<file path="src/rtl/arashi_thread_arbiter.sv">
// ============================================================================
// Module   : arashi_thread_arbiter
// Purpose  : Round-robin read scheduler feeding tagged cache words into a
//            4-entry credit-protected output FIFO.
// Revision : 1.0 - initial release
// ============================================================================
`default_nettype none

module arashi_thread_arbiter #(
    parameter int NUM_THREADS = 4,
    parameter int DATA_WIDTH  = 32,
    parameter int TID_WIDTH   = (NUM_THREADS > 2) ? $clog2(NUM_THREADS) : 1
) (
    input  logic                              clk,
    input  logic                              rstn,
    input  logic                              enable,
    input  logic [NUM_THREADS-1:0]            avail,
    input  logic [NUM_THREADS*DATA_WIDTH-1:0] cache_data,
    output logic [NUM_THREADS-1:0]            r_ena,
    output logic                              out_valid,
    input  logic                              out_ready,
    output logic [DATA_WIDTH-1:0]             out_data,
    output logic [TID_WIDTH-1:0]              out_tid
);

    localparam int C_FIFO_DEPTH = 4;

    logic [TID_WIDTH-1:0]  r_rr_ptr;
    logic                  r_s1_valid;
    logic [TID_WIDTH-1:0]  r_s1_tag;
    logic                  r_s2_valid;
    logic [TID_WIDTH-1:0]  r_s2_tag;
    logic [DATA_WIDTH-1:0] r_mem_data [C_FIFO_DEPTH];
    logic [TID_WIDTH-1:0]  r_mem_tid  [C_FIFO_DEPTH];
    logic [1:0]            r_wr_ptr;
    logic [1:0]            r_rd_ptr;
    logic [2:0]            r_count;

    logic [NUM_THREADS-1:0] w_elig;
    logic                   w_found;
    logic [TID_WIDTH-1:0]   w_winner;
    logic [TID_WIDTH-1:0]   w_next_ptr;
    int                     w_idx;
    logic [3:0]             w_commit;
    logic                   w_credit_ok;
    logic                   w_grant;
    logic                   w_push;
    logic                   w_pop;
    logic [DATA_WIDTH-1:0]  w_capture;

    assign w_elig = avail & {NUM_THREADS{enable}};

    // First eligible index at or after the pointer, wrapping modulo NUM_THREADS.
    always_comb begin
        w_found  = 1'b0;
        w_winner = '0;
        w_idx    = 0;
        for (int i = 0; i < NUM_THREADS; i++) begin
            w_idx = int'(r_rr_ptr) + i;
            if (w_idx >= NUM_THREADS) begin
                w_idx = w_idx - NUM_THREADS;
            end
            if (!w_found && w_elig[w_idx]) begin
                w_found  = 1'b1;
                w_winner = TID_WIDTH'(w_idx);
            end
        end
    end

    assign w_next_ptr = (w_winner == TID_WIDTH'(NUM_THREADS - 1)) ? '0 : w_winner + 1'b1;

    // Reserve a FIFO slot for every outstanding read; a same-edge pop earns no credit.
    assign w_commit    = {1'b0, r_count} + {3'b000, r_s1_valid} + {3'b000, r_s2_valid} + 4'd1;
    assign w_credit_ok = (w_commit <= 4'd4);
    assign w_grant     = w_found && w_credit_ok;

    assign out_valid = (r_count != 3'd0);
    assign w_pop     = out_valid && out_ready;
    assign w_push    = r_s2_valid;
    assign w_capture = cache_data[int'(r_s2_tag) * DATA_WIDTH +: DATA_WIDTH];

    assign out_data = out_valid ? r_mem_data[r_rd_ptr] : '0;
    assign out_tid  = out_valid ? r_mem_tid[r_rd_ptr]  : '0;

    always_ff @(posedge clk or negedge rstn) begin
        if (!rstn) begin
            r_ena      <= '0;
            r_rr_ptr   <= '0;
            r_s1_valid <= 1'b0;
            r_s1_tag   <= '0;
            r_s2_valid <= 1'b0;
            r_s2_tag   <= '0;
        end else begin
            r_ena      <= w_grant ? (NUM_THREADS'(1) << w_winner) : '0;
            r_s1_valid <= w_grant;
            r_s1_tag   <= w_winner;
            r_s2_valid <= r_s1_valid;
            r_s2_tag   <= r_s1_tag;
            if (w_grant) begin
                r_rr_ptr <= w_next_ptr;
            end
        end
    end

    always_ff @(posedge clk or negedge rstn) begin
        if (!rstn) begin
            r_wr_ptr <= '0;
            r_rd_ptr <= '0;
            r_count  <= '0;
        end else begin
            if (w_push) begin
                r_wr_ptr <= r_wr_ptr + 2'd1;
            end
            if (w_pop) begin
                r_rd_ptr <= r_rd_ptr + 2'd1;
            end
            if (w_push && !w_pop) begin
                r_count <= r_count + 3'd1;
            end else if (w_pop && !w_push) begin
                r_count <= r_count - 3'd1;
            end
        end
    end

    // Storage needs no reset: the head is masked whenever the FIFO is empty.
    always_ff @(posedge clk) begin
        if (w_push) begin
            r_mem_data[r_wr_ptr] <= w_capture;
            r_mem_tid[r_wr_ptr]  <= r_s2_tag;
        end
    end

endmodule

`default_nettype wire

</file>
<file path="config.mk">
export PLATFORM = sky130hd
export DESIGN_NAME = arashi_thread_arbiter
export DESIGN_NICKNAME = d
export VERILOG_FILES = /design/src/rtl/arashi_thread_arbiter.sv
export SDC_FILE = /design/constraint.sdc
export NUM_CORES = 1
export LEC_CHECK = 0
export ABC_CLOCK_PERIOD_IN_PS = 2800
export CORE_UTILIZATION = 36
export CTS_CLUSTER_DIAMETER = 100
export CTS_CLUSTER_SIZE = 28
export DETAILED_ROUTE_END_ITERATION = 10
export GPL_ROUTABILITY_DRIVEN = 0
export PLACE_DENSITY = 0.67
export REMOVE_ABC_BUFFERS = 1
export SYNTH_ARGS = -nofsm -noshare
export SYNTH_HDL_FRONTEND = slang
export SYNTH_SLANG_ARGS = --single-unit
</file>
<file path="constraint.sdc">
create_clock -name clk -period 2.8 [get_ports clk]
set_input_delay 0.56 -clock clk [delete_from_list [all_inputs] [get_ports clk]]
set_output_delay 0.56 -clock clk [all_outputs]
set_load 0.05 [all_outputs]
</file>
==> metrics.csv <==
metric,value,unit
route.detailed.drc,0,
power_leakage,3.47,nW
final_net_count,679,
final.min_clock_period,2.65,ns
critical_path.reg2reg.endpoint,r_rr_ptr[0],
postSynthRegisterBits,155,
via_per_inst,5.06,
numCtsBuffers,17,
finish.instance_area,0.00996,mm^2
maximum_count_of_clock_buffers_along_a_single_path,2,
chipWidth,141,um
outcome,"complete, no violations",
synthesis.area_per_instance,20.3,um^2
place.detailed.hpwl,10.5,mm
top_layer,met4,
post_route_cells_drive_above_1_share,0.286,
crit-reg2reg-launch,r_count[0],
syn2layout_area_growth,44.2,%
io_buffers,174,
rr_worst_depth,9,
clockRootBuffer,clkbuf_16,
std_cell_rows,50,
post-route-util,0.531,
final_common_cell,clkdlybuf4s50_1,
synth.mux.area_fraction,0.220,
synthesis.area,0.00691,mm^2
met2_wire_length,7.89,mm
grt_antenna_before_repair,0,
crit_required,2.24,ns
timing.final.setup_violations,0,
global_route_wire_length_before_repair,23.6,mm
synthSimpleGateAreaFrac,0.0496,
cp-start-kind,flip-flop,
clock_skew,0.00609,ns
maximum_number_of_pins_on_one_net_before_global_route_repair,25,
hold_path.startpoint,r_s1_tag[0],
placeable_core_area,0.0188,mm^2
clock_latency,0.42,ns
final_max_slew_viol_count,0,
yosysWarnings,0,
worst_hold_path.num_cells,0,
tightestPinTransition,0.867,ns
reg2reg_setup_slack,0.21,ns
grt_remaining_overflow,0,
min_path_type,reg2reg,
setup_total_negative_slack,0,ns
cts_sinks,155,
fp.dieArea,0.0197,mm^2
detailroute.via_count,3923,
hold-path-endpoint,r_s2_tag[0],
all_layer_gr_usage,0.164,
fmax,378,MHz
synth_sequential_area_ratio,0.660,
floorplan.initialDensity,0.368,
tritoncts,done,
grt_pass1_vias,4363,
critPathMaxFanout,14,
fraction_of_the_mapped_netlist_area_in_adder_cells,0.0275,
routed_wl,14.9,mm
worst_endpoint_data_arrival_time,2.09,ns
irDropWorstVdd,0.000521,V
min_period_over_period,0.946,
place_area,0.00936,mm^2
dr_wl_met3,864,um
antenna-diode-count,0,
h_tree_level_count,4,
dp_worst_setup_slack,0.204,ns
io_pins,175,
final_cell_mix,"clkdlybuf4s50_1, edfxtp_1, mux4_2",
maxCapViolCount,0,
criticalPathCategory,reg2out,
drt-met1-wl,5.98,mm
detail_route.first_pass.iterations,4,
combinational_family_with_the_most_area_after_synthesis,multiplexers,
antenna_left,0,
setup_repair_after_global_routing_missed_its_margin,false,
timing.slew.headroom,0.420,
cts.hold.buffers_added,0,
final.setup.worst_slack,0.152,ns
floorplan.die.height,141,um
powerDensity,1140,mW/mm^2
routed_wirelength_normalized_by_instance_count,19.2,um
final-hold-violation-count,0,
critical_path_capture_point_type,primary output,
postSynthCellCount,340,
detailedRoute.firstIterationViolations,174,
synth_compound_gate_area_share,0.0123,
synth_cell_type_count,34,
synth-xor-area-share,0.00888,
clk_transition_reported_paths,0.06,ns
fin_hold_ws,0.359,ns
[worst max-delay path by stage]
stage	slack (ns)	startpoint	endpoint
2_1_floorplan	-0.22	r_rd_ptr[0]	out_data[0]
3_3_place_gp	0.35	avail[0]	r_rr_ptr[1]
3_5_place_dp	0.20	r_count[0]	r_rr_ptr[0]
4_1_cts	0.03	r_rd_ptr[0]	out_data[13]
5_1_grt	0.02	r_count[0]	r_rr_ptr[0]
6_report	0.15	r_rd_ptr[0]	out_tid[0]
[final cells by class]
type	instances	area (um^2)
Clock inverter	3	22.5
Clock buffer	29	576
Timing Repair Buffer	189	2250
Tap cell	234	293
Sequential cell	155	4570
Inverter	11	41.3
Fill cell	1490	8810
Multi-Input combinational cell	155	2200
[through the flow]
step                      total power (W)  std cells
after CTS                          0.0115        776
after global placement            0.00915        744
after global routing               0.0119        776
after detailed placement          0.00928        744
final                              0.0114        776
after floorplan                   0.00654        321
[what timing repair did]
| action | CTS | global route |
|---|---|---|
| gates resized for setup | 0 | 1 |
| endpoints found under the setup margin | 0 | 13 |
| setup buffers | 0 | 0 |
[critical path, cell delays in order, from the launching register on]
cell and delay [ns]:
dfrtp_4 0.57, buf_12 0.21, mux4_2 0.52, and2_1 0.21
buf_12 0.15
[layer usage]
metal	vias up	GRT usage
li1	1755	-
met1	2019	0.196
met2	128	0.288
met3	21	0.0421
met4	0	0.0532
met5	-	0
[power breakdown]
group	leakage [nW]	switching (W)	internal (W)
clock	0.292	0.000843	0.00140
sequential	1.47	0.000224	0.00312
combinational	1.70	0.00296	0.00285
total	3.47	0.00403	0.00736
[state kept, by name, summed over array words and instances (netlist names), 2 cells and up]
name	cells
r_ena	4
r_rr_ptr	2
r_s1_tag	2
r_s2_tag	2
r_wr_ptr	2
r_rd_ptr	2
r_mem_data	128
r_count	3
r_mem_tid	8
[kinds of logic (layout without fill, tap and decap cells)]
group / Yosys count / in the layout
adder cells (fa/ha/maj): 14 / 14
multiplexers: 68 / 68
AND/OR/NAND/NOR: 54 / 54
XOR/XNOR: 7 / 7
AO/OA/AOI/OAI: 12 / 12
buffers and inverters: 30 / 232
flip-flops: 155 / 155
[cells in the mapped netlist]
cell,number,area share
a21o_1,1,0.0011
a21oi_1,2,0.0014
a221oi_2,1,0.0022
and2_1,42,0.038
buf_1,1,0.00054
buf_2,7,0.0051
buf_4,1,0.0011
buf_6,3,0.0049
clkbuf_1,7,0.0038
dfrtp_1,19,0.069
edfxtp_1,136,0.59
fa_1,2,0.0058
ha_1,12,0.022
inv_1,10,0.0054
inv_2,1,0.00054
mux2_2,1,0.0016
mux4_2,67,0.22
nand2_1,2,0.0011
nand2b_1,2,0.0018
nand3_1,1,0.00072
nor2_1,1,0.00054
nor2b_1,2,0.0018
nor3b_1,1,0.0011
nor3b_4,1,0.0027
o21a_1,1,0.0011
o21ai_0,3,0.0022
o21ai_1,1,0.00072
o221ai_1,1,0.0013
o31ai_1,1,0.0011
o41ai_1,1,0.0013
or2_1,1,0.00091
or3_1,1,0.00091
xnor2_1,3,0.0038
xor2_1,4,0.0051
Power figures use the tool's default switching activity.
